File: src/rtl/inta_sequencer.sv
// 8086 two-pulse INTA responder: raises INT, latches the acknowledged level,
// drives the vector and cascade lines, and emits the ISR set / AEOI pulses.
module inta_sequencer #(
  parameter int         SYNC_STAGES    = 2,
  parameter logic [2:0] SPURIOUS_LEVEL = 3'd7
) (
  input  logic       clk,
  input  logic       reset,
  input  logic       INTA_n,
  input  logic       int_pending,
  input  logic [2:0] highest_priority_int,
  input  logic [4:0] V_A,
  input  logic       AEOI,
  input  logic       SNGL,
  input  logic       S_P,
  input  logic [7:0] IRR_slave,
  input  logic [2:0] slave_id,
  input  logic [2:0] CAS_in,
  output logic       INT,
  output logic       set_isr,
  output logic [2:0] isr_level,
  output logic       aeoi_pulse,
  output logic [7:0] data_out,
  output logic       data_oe,
  output logic [2:0] CAS_out,
  output logic       cas_oe
);

  typedef enum logic [2:0] {IDLE, REQ, ACK1, GAP, ACK2} state_t;

  state_t                 state, state_nxt;
  logic [SYNC_STAGES-1:0] inta_sync;
  logic                   inta_prev;
  logic                   fall, rise;
  logic                   spurious, cas_match;
  logic                   is_master, casc, owns;

  // Synchroniser and previous-value flop both idle high (INTA_n inactive).
  always_ff @(posedge clk or posedge reset) begin
    if (reset) begin
      inta_sync <= '1;
      inta_prev <= 1'b1;
    end else begin
      inta_sync <= {inta_sync[SYNC_STAGES-2:0], INTA_n};
      inta_prev <= inta_sync[SYNC_STAGES-1];
    end
  end

  assign fall = inta_prev & ~inta_sync[SYNC_STAGES-1];
  assign rise = ~inta_prev & inta_sync[SYNC_STAGES-1];

  always_ff @(posedge clk or posedge reset) begin
    if (reset) state <= IDLE;
    else       state <= state_nxt;
  end

  always_comb begin
    state_nxt = state;
    case (state)
      IDLE:    if (int_pending) state_nxt = REQ;
      REQ:     if (fall)        state_nxt = ACK1;
      ACK1:    if (rise)        state_nxt = GAP;
      GAP:     if (fall)        state_nxt = ACK2;
      ACK2:    if (rise)        state_nxt = IDLE;
      default:                  state_nxt = IDLE;
    endcase
  end

  // Level/ownership capture and the two single-cycle pulses.
  always_ff @(posedge clk or posedge reset) begin
    if (reset) begin
      isr_level  <= 3'd0;
      spurious   <= 1'b0;
      cas_match  <= 1'b0;
      set_isr    <= 1'b0;
      aeoi_pulse <= 1'b0;
    end else begin
      set_isr    <= 1'b0;
      aeoi_pulse <= 1'b0;
      if (state == REQ && fall) begin
        isr_level <= int_pending ? highest_priority_int : SPURIOUS_LEVEL;
        spurious  <= ~int_pending;
        set_isr   <= int_pending;
      end
      if (state == GAP && fall)
        cas_match <= (CAS_in == slave_id);
      if (state == ACK2 && rise)
        aeoi_pulse <= AEOI & ~spurious;
    end
  end

  assign is_master = ~SNGL & S_P;
  assign casc      = is_master & IRR_slave[isr_level] & ~spurious;
  assign owns      = SNGL | (is_master & ~IRR_slave[isr_level]) | (~SNGL & ~S_P & cas_match);

  always_comb begin
    INT      = 1'b0;
    cas_oe   = 1'b0;
    CAS_out  = 3'd0;
    data_oe  = 1'b0;
    data_out = 8'd0;
    case (state)
      REQ:      INT = 1'b1;
      ACK1,
      GAP:      cas_oe = casc;
      ACK2: begin
        cas_oe  = casc;
        data_oe = owns;
      end
      default: ;
    endcase
    if (cas_oe)  CAS_out  = isr_level;
    if (data_oe) data_out = {V_A, isr_level};
  end

endmodule
File: config.mk
export PLATFORM = sky130hd
export DESIGN_NAME = inta_sequencer
export DESIGN_NICKNAME = d
export VERILOG_FILES = /design/src/rtl/inta_sequencer.sv
export SDC_FILE = /design/constraint.sdc
export NUM_CORES = 1
export LEC_CHECK = 0
export ABC_AREA = 1
export CORE_MARGIN = 5
export CORE_UTILIZATION = 35
export DETAILED_ROUTE_END_ITERATION = 7
export PLACE_DENSITY = 0.75
export SLEW_MARGIN = 25
export SYNTH_ARGS = -nofsm -noshare
export SYNTH_HDL_FRONTEND = slang
export SYNTH_SLANG_ARGS = --single-unit
File: constraint.sdc
create_clock -name clk -period 1.7 [get_ports clk]
set_clock_uncertainty 0.1 [all_clocks]
set_input_delay 0.34 -clock clk [delete_from_list [all_inputs] [get_ports clk]]
set_output_delay 0.34 -clock clk [all_outputs]
set_load 0.1 [all_outputs]
==> impl_metrics.ini <==
[grt]
grt_first_pass_wirelength_um = 5600
top_usage_layer = met2
antenna_found_initial = 0
met3_usage_pct = 6.50
grt_max_degree = 14
grt_usage_pct = 22.7
grt-ovfl-total = 0
grt_util_met1_pct = 24.7
grt_pass1_vias = 1096
use_met2_pct = 44.6

[setup_path]
rr_endpoint = isr_level[2]$_DFFE_PP0N_
rr_worst_depth = 8
startpoint = isr_level[0]$_DFFE_PP0N_
cp_top_family = simple AND/OR/NAND/NOR gates
cp_data_required_time_ns = 1.26
critPathKind = reg2out
end_kind = output port
cp_max_fo = 6
path_buf_inv = 3
crit_path_top_delay_cell = dfrtp_4
critPathMaxStageDelay_ns = 0.54
path_depth = 9
start_kind = flip-flop
endpoint = data_oe
r2r_start = state[2]$_DFFE_PP0P_
regToRegSetupSlack_ns = 0.10
cp_data_arrival_time_ns = 1.76
worstPathCellList = inv_8, nand2_2, nand3_2, nand3_2, nand2_4, nand2_4, nand2_8, clkinvlp_4, buf_12

[yosys]
synth.distinct_cells = 17
synth_area_sq_um = 742
ys_ff_latch = 13
syn_area_per_cell_sq_um = 7.13
synthCells = 104
ys_seq_area_share_pct = 44.4
yosysWarnings = 0
synth_nets = 133

[sta]
fmax_ghz = 0.454
layout_setup_ws_ns = -0.505
rsz0062_at_grt = yes
final-setup-viol-count = 14
hold_slack_ns = 0.263
drv_slew = 0
post-route-min-period_ns = 2.20
relSlewSlack_pct = 66.8
min_period_over_period_pct = 130
finalHoldViolCount = 0
tightest_slew_ns = 0.498

[floorplan]
initial_utilization_pct = 37.4
coreArea_sq_um = 1980
fp.dieH_um = 56.0
rows = 16
io_pins = 48
die_x_um = 56.0
die_area_sq_um = 3140

[finish]
layout_commonest_cell = clkdlybuf4s50_1
diodes = 0
area_growth_pct = 149
final_cell_mix = clkdlybuf4s50_1 (28), buf_12 (19), buf_4 (18)
fin_nets = 205
multi_input_area_sq_um = 544
n_fill_cell = 62
register_area_sq_um = 340
drive_above_1_share_pct = 48.0

[cts]
clk_pin_slew_ns = 0.09
worstSkewPairLatency_ns = 0.27
cts_sinks = 13
cts_hold_buf = 0
clock-root-buffer = clkbuf_4
cts_buffers = 3
ctsHtreeMaxLevel = 1
cts_max_path_buffers = 2
cts_tree = yes

[placed_design]
dp_hpwl_um = 2470
port_buffers = 47
place.gp.congestion = 0.925
place_ws_ns = -0.480

[pwr]
p_per_area_nw_per_um2 = 1500
irDropWorstVdd_uv = 1380
leakagePower_nw = 0.822

[run_status]
violations = setup timing
status = finished, violations left

[drt]
ant_nets = 0
vias = 1005
routed_wl_um = 3700
via_per_inst = 4.98
drtIter0Drc = 39
firstDrtPassIters = 6
post_drt_wl_per_cell_um = 18.3
drc = 0

[min_path]
min_path_type = reg2reg

[flow_run]
cap_violations = 0
## worst min-delay path by stage
stage | from | end | slack, ns | depth (start not counted)
2_1_floorplan | reset | aeoi_pulse$_DFF_PP0_ | 0.11 | 1
5_1_grt | inta_sync[0]$_DFF_PP1_ | inta_sync[1]$_DFF_PP1_ | 0.27 | 0
4_1_cts | inta_sync[0]$_DFF_PP1_ | inta_sync[1]$_DFF_PP1_ | 0.26 | 0
6_report | inta_sync[0]$_DFF_PP1_ | inta_sync[1]$_DFF_PP1_ | 0.26 | 0
3_5_place_dp | inta_sync[0]$_DFF_PP1_ | inta_sync[1]$_DFF_PP1_ | 0.25 | 0
3_3_place_gp | inta_sync[0]$_DFF_PP1_ | inta_sync[1]$_DFF_PP1_ | 0.25 | 0
## cell type report
cell class              count  share of cell area, %
well taps                  27                   1.83
multi-input cells          72                   29.5
repair buffers             66                   43.7
flip-flops and latches     13                   18.4
inverters                  20                   5.08
clock buffers               4                   1.42
## cell usage after synthesis
cell | instances | area [sq um]
nor2_1 | 15 | 56.3
nand4_1 | 1 | 6.26
nand2_1 | 21 | 78.8
inv_2 | 1 | 3.75
a21oi_1 | 5 | 25.0
xnor2_1 | 3 | 26.3
o21ai_0 | 4 | 20.0
nand2_2 | 2 | 12.5
o21ai_1 | 1 | 5.00
inv_1 | 19 | 71.3
dfstp_2 | 3 | 78.8
dfrtp_1 | 10 | 250
nand3_2 | 1 | 10.0
nand3_1 | 11 | 55.1
nand2_4 | 1 | 11.3
nor2_2 | 1 | 6.26
nor3_1 | 5 | 25.0
## registers in the layout, indices dropped and copies added (netlist names)
register / cells
set_isr: 1
inta_prev: 1
spurious: 1
inta_sync: 2
state: 3
aeoi_pulse: 1
isr_level: 3
cas_match: 1
## layer usage
layer | part of all wire (%) | wire length [um]
met1 | 35 | 1280
met5 | 0 | 0
met3 | 5.0 | 185
met4 | 1.4 | 51
met2 | 59 | 2180
## report_power, final
group | leakage (nW) | switching [mW] | internal, mW
logic | 0.657 | 1.24 | 0.786
clock network | 0.0150 | 0.109 | 0.0912
registers | 0.150 | 0.116 | 0.427
total | 0.822 | 1.46 | 1.30
## logic make-up (layout without fill, tap and decap cells)
logic type	count (synthesis)	after routing	synth area share, %
XOR/XNOR	3	3	3.54
AND/OR/NAND/NOR	58	59	35.2
flip-flops	13	13	44.4
buffers and inverters	20	90	10.1
AO/OA/AOI/OAI	10	10	6.74
## repair_timing
action | in CTS | in global routing
setup endpoints to repair | 14 | 14
gates resized for setup | 6 | 9
pin swaps | 11 | 5
gates cloned | 1 | 0
setup buffers | 4 | 2
endpoints found under the hold margin | 0 | 0
## stage by stage
stage | cells | utilization [%] | power (mW) | cell area [sq um] | setup TNS, ns
after floorplan | 104 | - | 1.59 | 918 | -6.34
after global placement | 193 | 87.1 | 2.28 | 1730 | -4.74
after detailed placement | 193 | 87.1 | 2.34 | 1730 | -5.54
after CTS | 201 | 91.0 | 2.63 | 1800 | -5.62
after global routing | 202 | 93.1 | 2.91 | 1850 | -7.26
final | 202 | 93.1 | 2.77 | 1850 | -6.15
No activity file was read; power rests on OpenSTA's default activity.
